$ cat config.mk
export PLATFORM = sky130hd
export DESIGN_NAME = uart_rx_axis
export DESIGN_NICKNAME = d
export VERILOG_FILES = /design/src/rtl/uart_rx_axis.sv
export SDC_FILE = /design/constraint.sdc
export NUM_CORES = 1
export LEC_CHECK = 0
export BUFFER_PORTS_ARGS = -buffer_cell sky130_fd_sc_hd__clkbuf_2
export CORE_MARGIN = 8
export CORE_UTILIZATION = 60
export CTS_CLUSTER_SIZE = 24
export DETAILED_ROUTE_END_ITERATION = 6
export PLACE_DENSITY_LB_ADDON = 0.12
export SLEW_MARGIN = 15
export SYNTH_ARGS = -nofsm -noshare
export SYNTH_HDL_FRONTEND = slang
export SYNTH_SLANG_ARGS = --single-unit
$ cat constraint.sdc
create_clock -name clk -period 2.8 [get_ports clk]
set_clock_uncertainty 0.05 [all_clocks]
set_input_delay 0.42 -clock clk [delete_from_list [all_inputs] [get_ports clk]]
set_output_delay 0.42 -clock clk [all_outputs]
set_load 0.01 [all_outputs]
$ cat src/rtl/uart_rx_axis.sv
// Purpose: 8N1 UART receiver (LSB first) feeding a small byte FIFO with a valid/ready master port.
// Latency: about 9.5 bit times from the start-bit edge to m_axis_valid, plus 3 cycles for synchronizer and start detect.
// Backpressure: the FIFO absorbs bytes while m_axis_ready is low; a good byte arriving at a full FIFO with no pop is dropped and flagged on overrun.
//
// Ports:
//   clk, rst_n         system clock (rising edge), asynchronous active-low reset
//   rx                 asynchronous serial input, idles high
//   m_axis_data/valid  FIFO head byte and not-empty flag; m_axis_ready pops the head
//   frame_err          one-cycle pulse when a stop bit is sampled low
//   overrun            one-cycle pulse when a good byte is dropped at a full FIFO
//   rx_busy            receiver state machine is not idle
module uart_rx_axis #(
  parameter int CLKS_PER_BIT = 16,
  parameter int DATA_BITS    = 8,
  parameter int FIFO_DEPTH   = 4
) (
  input  logic                 clk,
  input  logic                 rst_n,
  input  logic                 rx,
  output logic [DATA_BITS-1:0] m_axis_data,
  output logic                 m_axis_valid,
  input  logic                 m_axis_ready,
  output logic                 frame_err,
  output logic                 overrun,
  output logic                 rx_busy
);

  localparam int CW = $clog2(CLKS_PER_BIT);
  localparam int BW = (DATA_BITS > 1) ? $clog2(DATA_BITS) : 1;
  localparam int PW = $clog2(FIFO_DEPTH);

  localparam logic [CW-1:0] CNT_LAST = CW'(CLKS_PER_BIT - 1);
  localparam logic [CW-1:0] CNT_MID  = CW'(CLKS_PER_BIT / 2 - 1);
  localparam logic [BW-1:0] BIT_LAST = BW'(DATA_BITS - 1);
  localparam logic [PW:0]   CNT_FULL = (PW + 1)'(FIFO_DEPTH);

  typedef enum logic [2:0] {
    S_IDLE,
    S_START,
    S_DATA,
    S_STOP,
    S_BREAK
  } state_t;

  state_t               state, state_nxt;
  logic                 rx_q1, rx_s;
  logic [CW-1:0]        cnt;
  logic [BW-1:0]        bit_idx;
  logic [DATA_BITS-1:0] shreg;

  logic                 cnt_clr, shift_en, push_req, ferr_req;

  logic [DATA_BITS-1:0] mem [FIFO_DEPTH];
  logic [PW-1:0]        wr_ptr, rd_ptr;
  logic [PW:0]          count;
  logic                 full, pop, push;

  // Two-flop synchronizer; resets to the idle line level so reset never looks like a start bit.
  always_ff @(posedge clk or negedge rst_n) begin
    if (!rst_n) begin
      rx_q1 <= 1'b1;
      rx_s  <= 1'b1;
    end else begin
      rx_q1 <= rx;
      rx_s  <= rx_q1;
    end
  end

  // State register
  always_ff @(posedge clk or negedge rst_n) begin
    if (!rst_n) state <= S_IDLE;
    else        state <= state_nxt;
  end

  // Next-state logic
  always_comb begin
    state_nxt = state;
    case (state)
      S_IDLE:  if (!rx_s) state_nxt = S_START;
      S_START: if (cnt == CNT_MID) state_nxt = rx_s ? S_IDLE : S_DATA;
      S_DATA:  if (cnt == CNT_LAST && bit_idx == BIT_LAST) state_nxt = S_STOP;
      // Leaving at mid stop bit lets a back-to-back start edge be caught.
      S_STOP:  if (cnt == CNT_LAST) state_nxt = rx_s ? S_IDLE : S_BREAK;
      // Held-low line: stay here so only one frame_err is raised.
      S_BREAK: if (rx_s) state_nxt = S_IDLE;
      default: state_nxt = S_IDLE;
    endcase
  end

  // Output / control decode
  always_comb begin
    cnt_clr  = 1'b0;
    shift_en = 1'b0;
    push_req = 1'b0;
    ferr_req = 1'b0;
    rx_busy  = (state != S_IDLE);
    case (state)
      S_IDLE:  cnt_clr = 1'b1;
      S_START: cnt_clr = (cnt == CNT_MID);
      S_DATA:  shift_en = (cnt == CNT_LAST);
      S_STOP: begin
        push_req = (cnt == CNT_LAST) & rx_s;
        ferr_req = (cnt == CNT_LAST) & ~rx_s;
      end
      S_BREAK: cnt_clr = 1'b1;
      default: cnt_clr = 1'b1;
    endcase
  end

  // Bit-period counter, data-bit index and shift register.
  always_ff @(posedge clk or negedge rst_n) begin
    if (!rst_n) begin
      cnt     <= '0;
      bit_idx <= '0;
      shreg   <= '0;
    end else begin
      if (cnt_clr || cnt == CNT_LAST) cnt <= '0;
      else                            cnt <= cnt + CW'(1);

      if (state == S_START) bit_idx <= '0;
      else if (shift_en)    bit_idx <= bit_idx + BW'(1);

      // LSB arrives first, so shift in from the top.
      if (shift_en) shreg <= {rx_s, shreg[DATA_BITS-1:1]};
    end
  end

  // FIFO. A pop in the same cycle frees the slot, so a full FIFO still takes the push.
  assign full         = (count == CNT_FULL);
  assign m_axis_valid = (count != '0);
  assign m_axis_data  = mem[rd_ptr];
  assign pop          = m_axis_valid & m_axis_ready;
  assign push         = push_req & (~full | pop);

  always_ff @(posedge clk or negedge rst_n) begin
    if (!rst_n) begin
      for (int i = 0; i < FIFO_DEPTH; i++) mem[i] <= '0;
      wr_ptr    <= '0;
      rd_ptr    <= '0;
      count     <= '0;
      frame_err <= 1'b0;
      overrun   <= 1'b0;
    end else begin
      if (push) begin
        mem[wr_ptr] <= shreg;
        wr_ptr      <= wr_ptr + PW'(1);
      end
      if (pop) rd_ptr <= rd_ptr + PW'(1);
      case ({push, pop})
        2'b10:   count <= count + (PW + 1)'(1);
        2'b01:   count <= count - (PW + 1)'(1);
        default: count <= count;
      endcase
      frame_err <= ferr_req;
      overrun   <= push_req & full & ~pop;
    end
  end

endmodule
==> results.txt <==
The area added between synthesis and finish came out at 11.9%. The worst hold slack came out at 0.0925 ns. The number of top-level pins is 16. The maximum level of the CTS H-tree is 3.

Yosys printed 0 warnings. The fraction of final layout cells sized beyond drive strength 1 is 40.2%. The DRC violation total after the first TritonRoute iteration is 110. The later-pin clock latency in the skew report came out at 0.33 ns. The initial antenna violation count came out at 0. The async set-or-reset flop fraction in the synthesized netlist came out at 100%. The share of power burned in combinational logic came out at around 20%. The setup TNS came out at 0 ns. The final HPWL from detailed placement is 3360 µm. After the last flow step, the layout net total stands at 227.

Setup repair after global routing left no endpoint under its margin. Counting every instance in the synthesized netlist gives 195. After clock tree synthesis, the clock-pin slew on the worst setup and hold paths is 0.07 ns. The synthesized design spends more area on one cell type than any other, namely sky130_fd_sc_hd__dfrtp_1.

Entering global routing, the biggest net connects 35 pins. Global routing finished with a remaining overflow of 0. The first-pass GRT wire length is 8140 µm. The clock period could shrink to 2.35 ns.

TritonCTS built the clock tree. By startpoint and endpoint, the worst setup path is classified as flip-flop to flip-flop. The top achievable clock speed is 425 MHz. A synthesized cell averages 14.5 µm². The cell area that synthesis handed to floorplanning was 2830 µm². The switching power is 0.000768 W. The arrival time of the worst setup path came out at 2.56 ns. The synthesized design devotes to its leading area cell type 52.3% of total area.

The final worst slack came out at between 0.4 and 0.5 ns. The flow ran to the end, and the final reports show no timing, DRC or antenna violations. In the routed design, unresolved DRC markers number 0. The remaining antenna violation count after routing came out at 0. The sum of routed wire segments on met1 came out at 2380 µm. The largest voltage drop on the vdd net is 0.427 mV.

The synthesis-stage register bit count came out at 61. The number of synthesized flops with an enable pin is 0. The worst path uses a little over four fifths of the clock period. The number of gates resized after cts came out at 0. The type of element capturing the critical path is a flip-flop. The port buffer count came out at 15. The final layout contains routed wiring with a total length of 4980 µm. The number of setup buffers added after CTS is 0. The worst hold path belongs to the class primary input to async pin. The row count came out at 25. In this run switching power makes up 31.0% of total power. Registers are responsible for 47.7% of the overall power.

In this run the worst path has a maximum fanout of 6. The antenna cell count came out at 0. The floorplan step defined a die boundary enclosing between 7000 and 8000 µm². The via count of the first global-routing pass is roughly 1700. Wire segments on met3 add up to roughly 230 µm in the final route. The number of max-cap violations is 0. The most used flip-flop cell after synthesis is sky130_fd_sc_hd__dfrtp_1. The final RePlAce weighted congestion came out at about 0.74. Setup violations remaining at the end of the flow were counted as 0. The via count normalized by instance count came out at slightly below 6. The highest metal layer carrying signal wires in the routed design is met4. The maximum clock insertion buffer count is 2. After synthesis, the cell types taking the most area are sky130_fd_sc_hd__dfrtp_1 (52%), sky130_fd_sc_hd__mux2_2 (16%), sky130_fd_sc_hd__mux4_2 (6.4%). The hold-fix buffer count after cts is 0.

The number of hold violations in the final report is 0. The chip width came out at 84.6 µm. The clock net in this run drives a total of 61 sinks. The met2 routed wirelength is 2280 µm. The routed layout has about 1600 vias. The leakage power of the design came out at about 1.5 nW. The number of max-slew violations in the final report is 0. For this run, the detailed router's first-pass iteration total came to 4. For this run, the total global-route usage over all layers was measured as 14.9%. The wire length per cell after detailed routing came out at 18.2 µm. The worst slack at placement is 0.405 ns. When the netlist entered floorplanning its net count stood at 208.

Leaving out fill and tap cells, the most frequent cells in the layout are sky130_fd_sc_hd__dfrtp_1 (59), sky130_fd_sc_hd__mux2_2 (39), sky130_fd_sc_hd__clkbuf_2 (15). For this design the ratio of total power to cell area is 784 nW/µm². The die height came out at 84.6 µm. The worst max-slew margin expressed relative to the limit is 49.9%. The effective utilization at floorplan is between 60 and 70%. The completed layout was analyzed and its total power is roughly 0.0025 W. Sequential cells were found to cover 54.1% of the synthesized design area. At the pin with the least slew margin, the transition time is 0.752 ns.

STA classifies the critical path startpoint as a flip-flop. The clock tree root driver cell is sky130_fd_sc_hd__clkbuf_8. The core region area is 4630 µm². Leaving out fill and tap cells, the most frequent cell in the layout is sky130_fd_sc_hd__dfrtp_1.

The unique cell type count in the Yosys netlist came out at 39. The CTS buffer count is 9. The cell-internal power is 0.00171 W.

The required time at the worst-slack endpoint came out at 3.01 ns. The clock network accounts for 32.7% of the total power.
[through the flow]
step | std cells | area, µm² | utilization [%]
detailed placement | 257 | 2950 | 63.7
CTS | 273 | 3160 | 68.3
finish | 273 | 3160 | 68.3
global route | 273 | 3160 | 68.3
floorplan | 195 | 2830 | -
global placement | 257 | 2950 | 63.7
[routing by layer]
layer / up-vias / GRT usage (%)
met1: 816 / 18.9
met3: 10 / 4.49
li1: 742 / -
met2: 45 / 22.2
met5: - / 0
met4: 0 / 8.25
[worst max-delay path, cell delays in order, from the launching register on]
cell and delay [ns]:
sky130_fd_sc_hd__dfrtp_1 0.43, sky130_fd_sc_hd__or4b_4 0.64, sky130_fd_sc_hd__nand3_2 0.13, sky130_fd_sc_hd__ha_1 0.18, sky130_fd_sc_hd__inv_1 0.06, sky130_fd_sc_hd__fa_1 0.37, sky130_fd_sc_hd__xor2_1 0.15, sky130_fd_sc_hd__nor2_1 0.11
sky130_fd_sc_hd__xor2_1 0.16
[cells in the mapped netlist (all sizes together), types with 2 or more instances]
cell type  instances
a211oi             2
a21o               2
a21oi              2
buf                7
clkbuf             3
dfrtp             59
dfstp              2
ha                 8
inv                7
mux2              41
mux2i              4
mux4               8
nand2              6
nand2b             2
nand3              2
nand4              5
nor2               8
nor2b              2
o21ai              3
or3                3
xnor2              4
xor2               4
[cells by family after synthesis]
family,Yosys count,share of synthesized area (%)
AOI/OAI and AO/OA,12,2.88
DFF,61,54.1
buffers and inverters,17,2.83
muxes,53,24.1
xor gates and xnor gates,8,2.48
adders and majority gates,9,4.25
and+or+nand+nor,35,9.30
[power groups by stage]
stage | registers (W) | logic (W) | clock network (W)
floorplan | 0.00107 | 0.000484 | 0
global placement | 0.00119 | 0.000460 | 0
detailed placement | 0.00119 | 0.000491 | 0
CTS | 0.00118 | 0.000494 | 0.000831
global route | 0.00120 | 0.000533 | 0.000874
finish | 0.00118 | 0.000486 | 0.000811
[path summary, 6_finish.rpt]
| path | slack (ns) | cells past startpoint | startpoint | end |
|---|---|---|---|---|
| max reg2reg | 0.45 | 8 | count[0] | count[2] |
| min reg2reg | 0.31 | 0 | rx_q1 | rx_s |
| max | 0.45 | 8 | count[0] | count[2] |
| min in group clk | 0.12 | 1 | rx | rx_q1 |
| max in group asynchronous | 1.96 | 2 | rst_n | mem[25] |
| min | 0.09 | 1 | rst_n | count[0] |
[sequential cells by signal, indices dropped and copies added (netlist names)]
name / count
mem: 32
shreg: 8
cnt: 4
bit_idx: 3
count: 3
state: 3
rd_ptr: 2
wr_ptr: 2
frame_err: 1
overrun: 1
rx_q1: 1
rx_s: 1
[layout make-up]
class | count | area, µm²
inverter | 7 | 26.3
timing repair buffer | 18 | 110
sequential | 61 | 1530
clock inverter | 3 | 42.5
multi-input combinational | 117 | 1220
fill | 329 | 1470
tap | 54 | 67.6
clock buffer | 13 | 169
(Power assumes the default switching activity.)
